## config.mk

```make
export PLATFORM = sky130hd
export DESIGN_NAME = sprite_fetch
export DESIGN_NICKNAME = d
export VERILOG_FILES = /design/src/rtl/sprite_fetch.sv
export SDC_FILE = /design/constraint.sdc
export NUM_CORES = 1
export LEC_CHECK = 0
export BUFFER_PORTS_ARGS = -buffer_cell sky130_fd_sc_hd__buf_2
export CORE_UTILIZATION = 45
export DETAILED_ROUTE_END_ITERATION = 8
export PLACE_DENSITY = 0.69
export SLEW_MARGIN = 20
export SYNTH_ARGS = -nofsm -noshare
export SYNTH_HDL_FRONTEND = slang
export SYNTH_SLANG_ARGS = --single-unit
```

## constraint.sdc

```tcl
create_clock -name clk -period 1.6 [get_ports clk]
set_clock_uncertainty 0.05 [all_clocks]
set_input_delay 0.16 -clock clk [delete_from_list [all_inputs] [get_ports clk]]
set_output_delay 0.16 -clock clk [all_outputs]
set_load 0.01 [all_outputs]
```

## src/rtl/sprite_fetch.sv

```systemverilog
// Sprite pattern fetch: walks secondary OAM, fetches both pattern planes per slot
// and loads eight packed records into the sprite shifters. Optional macro: SPRITE_FETCH_DUMMY_EN.
module sprite_fetch #(
    parameter int PAT_AW = 13
) (
    input  logic              clk,
    input  logic              i_rst_n,
    input  logic              ce,
    input  logic              i_fetch_start,
    input  logic              i_obj_size,
    input  logic              i_pat_base,
    output logic [4:0]        o_temp_addr,
    input  logic [7:0]        i_temp_data,
    output logic              o_pat_req,
    output logic [PAT_AW-1:0] o_pat_addr,
    input  logic              i_pat_ack,
    input  logic [7:0]        i_pat_data,
    output logic [3:0]        o_load,
    output logic [26:0]       o_load_data,
    output logic              o_busy,
    output logic              o_done
);

    typedef enum logic [3:0] {
        S_IDLE, S_A0, S_A1, S_A2, S_A3, S_A4, S_P0, S_P1, S_LD, S_DONE
    } state_t;

    state_t      state_q, state_d;
    logic [2:0]  slot_q, slot_d;
    logic [7:0]  yoff_q, yoff_d;
    logic [7:0]  tile_q, tile_d;
    logic [7:0]  attr_q, attr_d;
    logic [7:0]  x_q, x_d;
    logic [7:0]  lo_q, lo_d;
    logic [7:0]  hi_q, hi_d;

    logic        slot_empty;
    logic        plane;
    logic [7:0]  fetch_tile;
    logic [3:0]  fetch_row;
    logic [12:0] pat_addr;
    logic [7:0]  lo_out;
    logic [7:0]  hi_out;

    function automatic logic [7:0] rev8(input logic [7:0] b);
        logic [7:0] r;
        for (int i = 0; i < 8; i++) begin
            r[i] = b[7-i];
        end
        return r;
    endfunction

    // The shifter emits bit 0 first, so unflipped sprites are bit-reversed here.
    always_comb begin
        slot_empty = (yoff_q[7:4] != 4'h0);
        fetch_tile = tile_q;
        fetch_row  = yoff_q[3:0] ^ (attr_q[7] ? (i_obj_size ? 4'hF : 4'h7) : 4'h0);
`ifdef SPRITE_FETCH_DUMMY_EN
        if (slot_empty) begin
            fetch_tile = 8'hFF;
            fetch_row  = 4'h0;
        end
`endif
        plane = (state_q == S_P1);
        if (i_obj_size) begin
            pat_addr = {fetch_tile[0], fetch_tile[7:1], fetch_row[3], plane, fetch_row[2:0]};
        end else begin
            pat_addr = {i_pat_base, fetch_tile, plane, fetch_row[2:0]};
        end
        lo_out = attr_q[6] ? lo_q : rev8(lo_q);
        hi_out = attr_q[6] ? hi_q : rev8(hi_q);
    end

    always_comb begin
        state_d     = state_q;
        slot_d      = slot_q;
        yoff_d      = yoff_q;
        tile_d      = tile_q;
        attr_d      = attr_q;
        x_d         = x_q;
        lo_d        = lo_q;
        hi_d        = hi_q;
        o_temp_addr = 5'd0;
        o_pat_req   = 1'b0;
        o_pat_addr  = '0;
        o_load      = 4'h0;
        o_load_data = 27'd0;
        o_busy      = 1'b1;
        o_done      = 1'b0;

        unique case (state_q)
            S_IDLE: begin
                o_busy = 1'b0;
                if (ce && i_fetch_start) begin
                    state_d = S_A0;
                    slot_d  = 3'd0;
                end
            end
            S_A0: begin
                o_temp_addr = {slot_q, 2'b00};
                if (ce) state_d = S_A1;
            end
            S_A1: begin
                o_temp_addr = {slot_q, 2'b01};
                if (ce) begin
                    yoff_d  = i_temp_data;
                    state_d = S_A2;
                end
            end
            S_A2: begin
                o_temp_addr = {slot_q, 2'b10};
                if (ce) begin
                    tile_d  = i_temp_data;
                    state_d = S_A3;
                end
            end
            S_A3: begin
                o_temp_addr = {slot_q, 2'b11};
                if (ce) begin
                    attr_d  = i_temp_data;
                    state_d = S_A4;
                end
            end
            S_A4: begin
                if (ce) begin
                    x_d = i_temp_data;
`ifdef SPRITE_FETCH_DUMMY_EN
                    state_d = S_P0;
`else
                    state_d = slot_empty ? S_LD : S_P0;
`endif
                end
            end
            S_P0: begin
                o_pat_req  = 1'b1;
                o_pat_addr = PAT_AW'(pat_addr);
                if (ce && i_pat_ack) begin
                    lo_d    = i_pat_data;
                    state_d = S_P1;
                end
            end
            S_P1: begin
                o_pat_req  = 1'b1;
                o_pat_addr = PAT_AW'(pat_addr);
                if (ce && i_pat_ack) begin
                    hi_d    = i_pat_data;
                    state_d = S_LD;
                end
            end
            S_LD: begin
                o_load      = ce ? 4'hF : 4'h0;
                o_load_data = slot_empty ? {16'h0000, 8'hFF, 3'b000}
                                         : {lo_out, hi_out, x_q, attr_q[1:0], attr_q[5]};
                if (ce) begin
                    slot_d  = slot_q + 3'd1;
                    state_d = (slot_q == 3'd7) ? S_DONE : S_A0;
                end
            end
            S_DONE: begin
                o_busy = 1'b0;
                o_done = 1'b1;
                if (ce) state_d = S_IDLE;
            end
            default: state_d = S_IDLE;
        endcase
    end

    always_ff @(posedge clk or negedge i_rst_n) begin
        if (!i_rst_n) begin
            state_q <= S_IDLE;
            slot_q  <= 3'd0;
            yoff_q  <= 8'd0;
            tile_q  <= 8'd0;
            attr_q  <= 8'd0;
            x_q     <= 8'd0;
            lo_q    <= 8'd0;
            hi_q    <= 8'd0;
        end else begin
            state_q <= state_d;
            slot_q  <= slot_d;
            yoff_q  <= yoff_d;
            tile_q  <= tile_d;
            attr_q  <= attr_d;
            x_q     <= x_d;
            lo_q    <= lo_d;
            hi_q    <= hi_d;
        end
    end

endmodule

```

==> impl_summary.md, run 1 <==
Pwr
The power after layout is 6900 uW. The leakage power figure is 0.00205 uW. The worst-case IR drop observed on VDD is 0.781 mV.

Power spread over the standard cell area amounts to 1670 nW/um^2.

Synthesis
Dividing the synthesized area by the synthesized cell count gives 11.7 um^2. The most used flip-flop cell after synthesis is dfrtp_1. The number of nets in the synthesized netlist is 270. The number of instances in the synthesized netlist is 245. The sequential share of the synthesized area is 45.5%. The number of enable flip-flop cells after synthesis is 0. The flip-flop and latch count after synthesis is 52.

The Yosys warning count is 0. Counting flops with an async set or reset pin after synthesis yields a share of 100%. The post-synthesis instance area is 2860 um^2.

Yosys mapped the design onto 45 distinct sky130hd cell types.

Floorplan
The number of placement rows is 28. The initial core utilization is 47.5%. The vertical die dimension is 81.7 um.

The floorplan step defined a core boundary enclosing 6030 um^2. From left edge to right edge, the die measures 81.7 um. The area enclosed by the die boundary is 6680 um^2. The number of placed I/O pins is 75.

Timing
The final count of pins violating max slew came to 0. In the post-route analysis, the smallest setup slack over all paths is -0.386 ns. Setup repair after global routing could not meet its margin everywhere.

Setup violations remaining at the end of the flow were counted as 84. Setup total negative slack on the finished layout was measured at -18.75 ns. The final critical-path share of the clock period is 124%. Timing would allow up to 503 MHz. The slew at the pin with the worst max-slew slack is 0.462 ns. The final count of hold timing violations was 0. The headroom to the max-slew limit is 69.2%. The final critical delay including setup and external delays is 1.99 ns.

Worst setup path
The peak per-stage delay on the critical path is 0.56 ns. Among cell families on the critical path, the largest total delay comes from simple AND/OR/NAND/NOR gates. The worst-path maximum fanout is 5. The highest-delay cell along the critical path is or4_4. The combined buffer and inverter count along the critical path is 2. The signal on the critical path passes through or4_4 > buf_6 > o21a_1 > buf_2. The signal arrival time at the worst endpoint is 1.78 ns. At the worst endpoint, the required time is 1.39 ns. The worst setup path is launched from a register. The worst setup path is of the reg -> out kind. STA classifies the critical path endpoint as a primary output.

Drt
The routed layout has 2338 vias. After detailed routing, the average wire length per cell comes to 17.0 um. The first-iteration detailed-routing DRC count is 87. The pre-antenna-repair detailed-routing pass consisted of 4 iterations. In this run the remaining antenna-violating nets after routing total 0.

The via-per-instance ratio is 5.41. The remaining routing DRC violations is 0. Wires add up to 7340 um.

Final layout
Relative to the synthesized area, the layout overhead comes to 44.8%. The storage element area is 1310 um^2. The finished layout holds 432 standard cells, fillers aside. The library cells used most frequently in the layout, excluding fill and tap cells, are buf_2 (66), dfrtp_1 (49), mux2_2 (28). Summing all multi-input logic gate instances after layout gives 1650 um^2. For this run, the share of the core covered by cells in the final layout is 68.7%. The post-route netlist has 62.5% of its cells at a drive strength greater than 1.

The library cell used most frequently in the layout, excluding fill and tap cells, is buf_2. The number of fill cells is 436. The layout net count is 381. 0 antenna diodes ended up in the layout.

Placed design
Detailed placement ended at an HPWL of 4560 um. The congestion estimate from routability-driven global placement came to 0.832. The number of placed instances with taps included is 408.

The count of buffers from port buffering is 74. OpenSTA, run right after detailed placement, puts the worst setup slack at -0.127 ns.

Run
The number of maximum-capacitance constraint violations is 0.

Min path
The worst hold path belongs to the class in -> reg.

Global routing
The number of global-route vias before repair is 2141. The number of antenna violations at the first check in global routing is 0. The combined global-route utilization of all metal layers is 21.1%. After global routing the overflow that remains totals 0. The global-route wire length before repair is 10600 um. The largest net degree at the start of global routing is 36.

Run status
The final reports fail on negative setup slack. The flow ran to the end, but the final reports show violations.

Clock network
The clock latency on the worst-skew pair is 0.31 ns. The maximum root-to-sink buffer count is 2. TritonCTS built the clock tree.

Clock tree synthesis selected as its root buffer the cell clkbuf_8. Clock-pin slew was measured on the worst setup and hold paths at 0.09 ns. The tree built by TritonCTS fans out to 52 sinks. The TritonCTS buffer count is 5.

The number of levels in the clock H-tree is 2.
==> per-layer routing <==
metal  up-vias  global-route usage, %  routed length (um)
li1       1089                      -                   -
met1      1172                   27.4                3150
met2        64                   35.8                3740
met3        13                   4.33                 327
met4         0                   5.61                 127
met5         -                      0                   0
==> logic make-up after synthesis <==
family	synth area share [%]
xor gates and xnor gates	1.84
and+or+nand+nor	14.1
DFF	45.5
adders and majority gates	0.875
muxes	25.1
buffers and inverters	4.42
AOI/OAI and AO/OA	8.14
==> worst paths after layout <==
kind                       slack, ns  cells past startpoint           from             end
setup / recovery               -0.39                      4      yoff_q[4]  o_load_data[4]
hold / removal                  0.04                      2  i_pat_data[3]         lo_q[3]
setup reg to reg               -0.28                      7     state_q[2]      state_q[0]
hold reg to reg                 0.46                      1  fetch_tile[4]   fetch_tile[4]
max in group asynchronous       0.68                      3        i_rst_n      state_q[1]
min in group asynchronous       0.27                      2        i_rst_n       slot_q[1]
==> synth_stat cells, types with 3 or more instances <==
library cell / instances / area [um^2]
and2_1: 4 / 25.0
mux2_2: 38 / 428
buf_4: 4 / 30.0
nor2_1: 25 / 93.8
mux2_4: 8 / 120
xnor2_1: 6 / 52.6
clkbuf_1: 10 / 37.5
mux2i_1: 17 / 170
nor2b_1: 4 / 25.0
o21a_1: 9 / 67.6
dfrtp_1: 52 / 1300
and3_1: 13 / 81.3
buf_2: 5 / 25.0
nand2_1: 5 / 18.8
o211ai_1: 3 / 22.5
==> power breakdown <==
| group | switching, uW | total (uW) | internal [uW] |
|---|---|---|---|
| Combinational | 1510 | 3610 | 2100 |
| Sequential | 468 | 2370 | 1900 |
| Clock | 445 | 918 | 473 |
==> repair_timing <==
item / 4_1_cts / 5_1_grt
endpoints found under the hold margin: 17 / 0
setup endpoints to repair: 92 / 103
hold buffers: 1 / 0
resized for setup: 34 / 45
cloned: 0 / 1
buffers inserted: 7 / 13
pin swaps: 6 / 14
==> per-stage QoR <==
| stage | hold slack (ns) | instance area, um^2 |
|---|---|---|
| 2_1_floorplan | -0.186 | 2910 |
| 3_3_place_gp | 0.0793 | 3580 |
| 3_5_place_dp | 0.0855 | 3580 |
| 4_1_cts | 0.0388 | 3880 |
| 5_1_grt | 0.0268 | 4140 |
| 6_report | 0.0397 | 4140 |
==> final cells by class <==
class	instances	share of cell area, %
well taps	75	2.27
clock inverters	2	0.937
inverters	2	0.181
flip-flops and latches	52	31.5
clock buffers	6	1.75
multi-input cells	169	39.8
repair buffers	126	23.6
==> sequential cells by signal, indices dropped and copies added, names as in the netlist <==
name and count:
x_q 8, fetch_tile 8, yoff_q 8, state_q 4, lo_q 8, hi_q 8
attr_q 5, slot_q 3
No activity file was read; power rests on OpenSTA's default activity.
==> inputs of run 2 (changes only) <==
--- a/config.mk
+++ b/config.mk
@@ -9,6 +9,7 @@
 export CORE_UTILIZATION = 45
 export DETAILED_ROUTE_END_ITERATION = 8
 export PLACE_DENSITY = 0.69
+export SETUP_SLACK_MARGIN = 0.02
 export SLEW_MARGIN = 20
 export SYNTH_ARGS = -nofsm -noshare
 export SYNTH_HDL_FRONTEND = slang
==> impl_summary.md, run 2 (synthesis gave the netlist of run 1 again) <==
Timing
The setup slack after layout is -0.376 ns (+0.0104 ns). The final count of pins violating max slew was 0 (unchanged). The upper clock frequency limit was 506 MHz (+0.53%). The slew at the pin with the worst max-slew slack is 0.510 ns (+0.0488 ns). The final critical delay including setup and external delays is 1.98 ns (-0.0104 ns). The total of endpoints with negative setup slack in the final report is 95 (+13%).

The final count of hold timing violations is 0 (unchanged). The final critical-path share of the clock period is 123% (-0.65 points). Setup repair after global routing could not meet its margin everywhere.

The headroom to the max-slew limit is 66.0% (-3.3 points).

Global routing
The global route total overflow is 0 (unchanged). The combined global-route utilization of all metal layers is 24.7% (+3.6 points). The met3 usage in global routing is 4.67% (+0.33 points).

The global-route met2 utilization is 41.4% (+5.6 points). The global-route wire length before repair is 12200 um (+16%). The largest net degree at the start of global routing is 20 (-44%). The met1 capacity usage during global routing is 31.7% (+4.3 points). The busiest metal layer after global routing is met2. The number of global-route vias before repair was 2394 (+12%).

The number of antenna violations at the first check in global routing is 0 (unchanged).

Drt
The remaining routing DRC violations came to 0 (unchanged). The detail-routed net length per standard cell is 19.1 um (+12%). The overall via count from detail_route is 2405 (+2.9%). The post-detailed-route count of antenna-violating nets is 0 (unchanged). The total detailed-routing wirelength is 8490 um (+16%). The number of detailed-routing iterations run before antenna repair is 4 (unchanged). The first-iteration detailed-routing DRC count came to 78 (-10%). The via-per-instance ratio came to 5.40 (-0.14%).

Placed design
The weighted congestion at the end of routability-driven global placement is 0.804 (-3.4%). The worst setup slack after placement came to -0.0851 ns (+0.0417 ns). The placed wire-length estimate after detailed placement was 4890 um (+7.2%). The count of buffers from port buffering is 74 (unchanged). The number of placed instances with taps included is 416 (+2.0%).

Worst setup path
The slowest stage of the critical path is the dfrtp_2 cell. The setup slack of the worst register-to-register path is -0.36 ns (-0.08 ns). Walking the worst path, the cells encountered are buf_6 > nor4b_4 > nand2_2 > clkbuf_16 > nor2_4 > buf_6. The worst-path maximum fanout was 8 (+3). The signal arrival time at the worst endpoint is 1.77 ns (about the same). The worst setup path is of the reg -> out kind. The timing startpoint of the critical path is state_q[2]. The worst register-to-register path ends at yoff_q[5].

The most used cell along the critical path is buf_6. The data required time of the worst path is 1.39 ns (about the same). The peak per-stage delay on the critical path is 0.46 ns (-0.10 ns).

The worst reg2reg path startpoint is state_q[2]. The type of element capturing the critical path is a primary output. The launching element type of the critical path is a register. In this run the worst setup path terminates at o_load_data[17]. The depth of the worst register-to-register path is 5 (-2).

Floorplan
The number of placement rows is 28 (unchanged). The area enclosed by the die boundary is 6680 um^2 (unchanged). The placeable core region came to 6030 um^2 (unchanged). The initial core utilization came to 47.5% (unchanged). The vertical die dimension is 81.7 um (unchanged). The number of placed I/O pins is 75 (unchanged).

The horizontal die dimension is 81.7 um (unchanged).

Clock network
The tree is rooted in a clkbuf_8. The maximum root-to-sink buffer count is 2 (unchanged). The number of levels in the clock H-tree came to 2 (unchanged). The clock latency on the worst-skew pair came to 0.31 ns (about the same).

The count of clock tree sinks is 52 (unchanged). TritonCTS built the clock tree. The TritonCTS buffer count is 5 (unchanged).

The register clock-pin slew on the reported worst setup and hold paths was 0.10 ns (about the same).

Pwr
The logic gate share of total power came to 58.1% (+5.7 points). The maximum vdd drop is 0.905 mV (+16%). The part of the power in the clock network is 10.4% (-2.9 points). The internal power component came to 4820 uW (+7.8%). The power dissipated by switching net loads is 2790 uW (+15%). The fraction of power spent switching nets came to 36.6% (+1.4 points).

The leakage power figure was 0.00220 uW (+7.1%). The sequential share of power is 31.5% (-2.8 points). The power density relative to cell area is 1600 nW/um^2 (-3.7%).

Min path
The tightest min-delay check is of the in -> reg type. The worst hold path begins at i_pat_data[6].

Final layout
The library cells used most frequently in the layout, excluding fill and tap cells, are buf_6 (58), dfrtp_1 (49), mux2_4 (46). The antenna diode instance count was 0 (unchanged). The library cell used most frequently in the layout, excluding fill and tap cells, is buf_6. The share of layout cells above drive strength 1 came to 69.2% (+6.7 points). The layout net count is 394 (+3.4%). The number of standard cells in the final layout excluding fillers is 445 (+3.0%). Compared with the post-synthesis result, the final layout area differs by 65.7%.

Run status
The final reports fail on negative setup slack. The run finished, with violations left.

Run
The number of maximum-capacitance constraint violations is 0 (unchanged).
## run 2: worst max-delay path: cells and delay by family, from the launching register on
family / cells / cell delay [ns]
simple gates: 3 / 0.53
buf+inv: 3 / 0.46
flops: 1 / 0.46
## run 2: cell type report
type                            instances  area (um^2)
Clock buffer                            5         68.8
Fill cell                             346         1280
Sequential cell                        52         1310
Timing Repair Buffer                  139         1320
Multi-Input combinational cell        169         1920
Tap cell                               75         93.8
Clock inverter                          3         25.0
Inverter                                2         7.51
## run 2: through the flow
step | util (%) | TNS, ns | power [uW] | hold WS (ns) | area [um^2]
2_1_floorplan | - | -1.74 | 4140 | -0.186 | 2910
3_3_place_gp | 60.6 | -1.72 | 5080 | 0.108 | 3650
3_5_place_dp | 60.6 | -2.52 | 5180 | 0.108 | 3650
4_1_cts | 72.3 | -16.76 | 7120 | 0.0456 | 4360
5_1_grt | 78.7 | -25.46 | 7990 | 0.0369 | 4740
6_report | 78.7 | -21.12 | 7600 | 0.0490 | 4740
## run 2: power by group through the flow
| stage | clock [uW] | combinational (uW) | sequential [uW] |
|---|---|---|---|
| floorplan | 0 | 1970 | 2160 |
| global placement | 0 | 2760 | 2320 |
| detailed placement | 0 | 2820 | 2350 |
| CTS | 805 | 3960 | 2350 |
| global route | 872 | 4670 | 2450 |
| finish | 791 | 4420 | 2390 |
## run 2: worst min-delay path by stage
stage	end	cells after the start
6_report	lo_q[6]	2
5_1_grt	hi_q[5]	2
4_1_cts	lo_q[7]	2
3_5_place_dp	lo_q[0]	1
3_3_place_gp	lo_q[0]	1
2_1_floorplan	attr_q[0]	0
## run 2: routing by layer
| metal | vias to the layer above | part of all wire (%) | wire length (um) |
|---|---|---|---|
| met4 | 0 | 2.3 | 198 |
| met2 | 68 | 51 | 4360 |
| met5 | - | 0 | 0 |
| li1 | 1111 | - | - |
| met3 | 15 | 3.3 | 282 |
| met1 | 1211 | 43 | 3640 |
## run 2: repair_timing
| action | CTS | global route |
|---|---|---|
| buffers inserted | 20 | 4 |
| endpoints found under the hold margin | 17 | 0 |
| endpoints found under the setup margin | 95 | 104 |
| cloned | 1 | 1 |
| gates resized for setup | 99 | 79 |
| hold buffers | 1 | 0 |
| pin swaps | 23 | 31 |
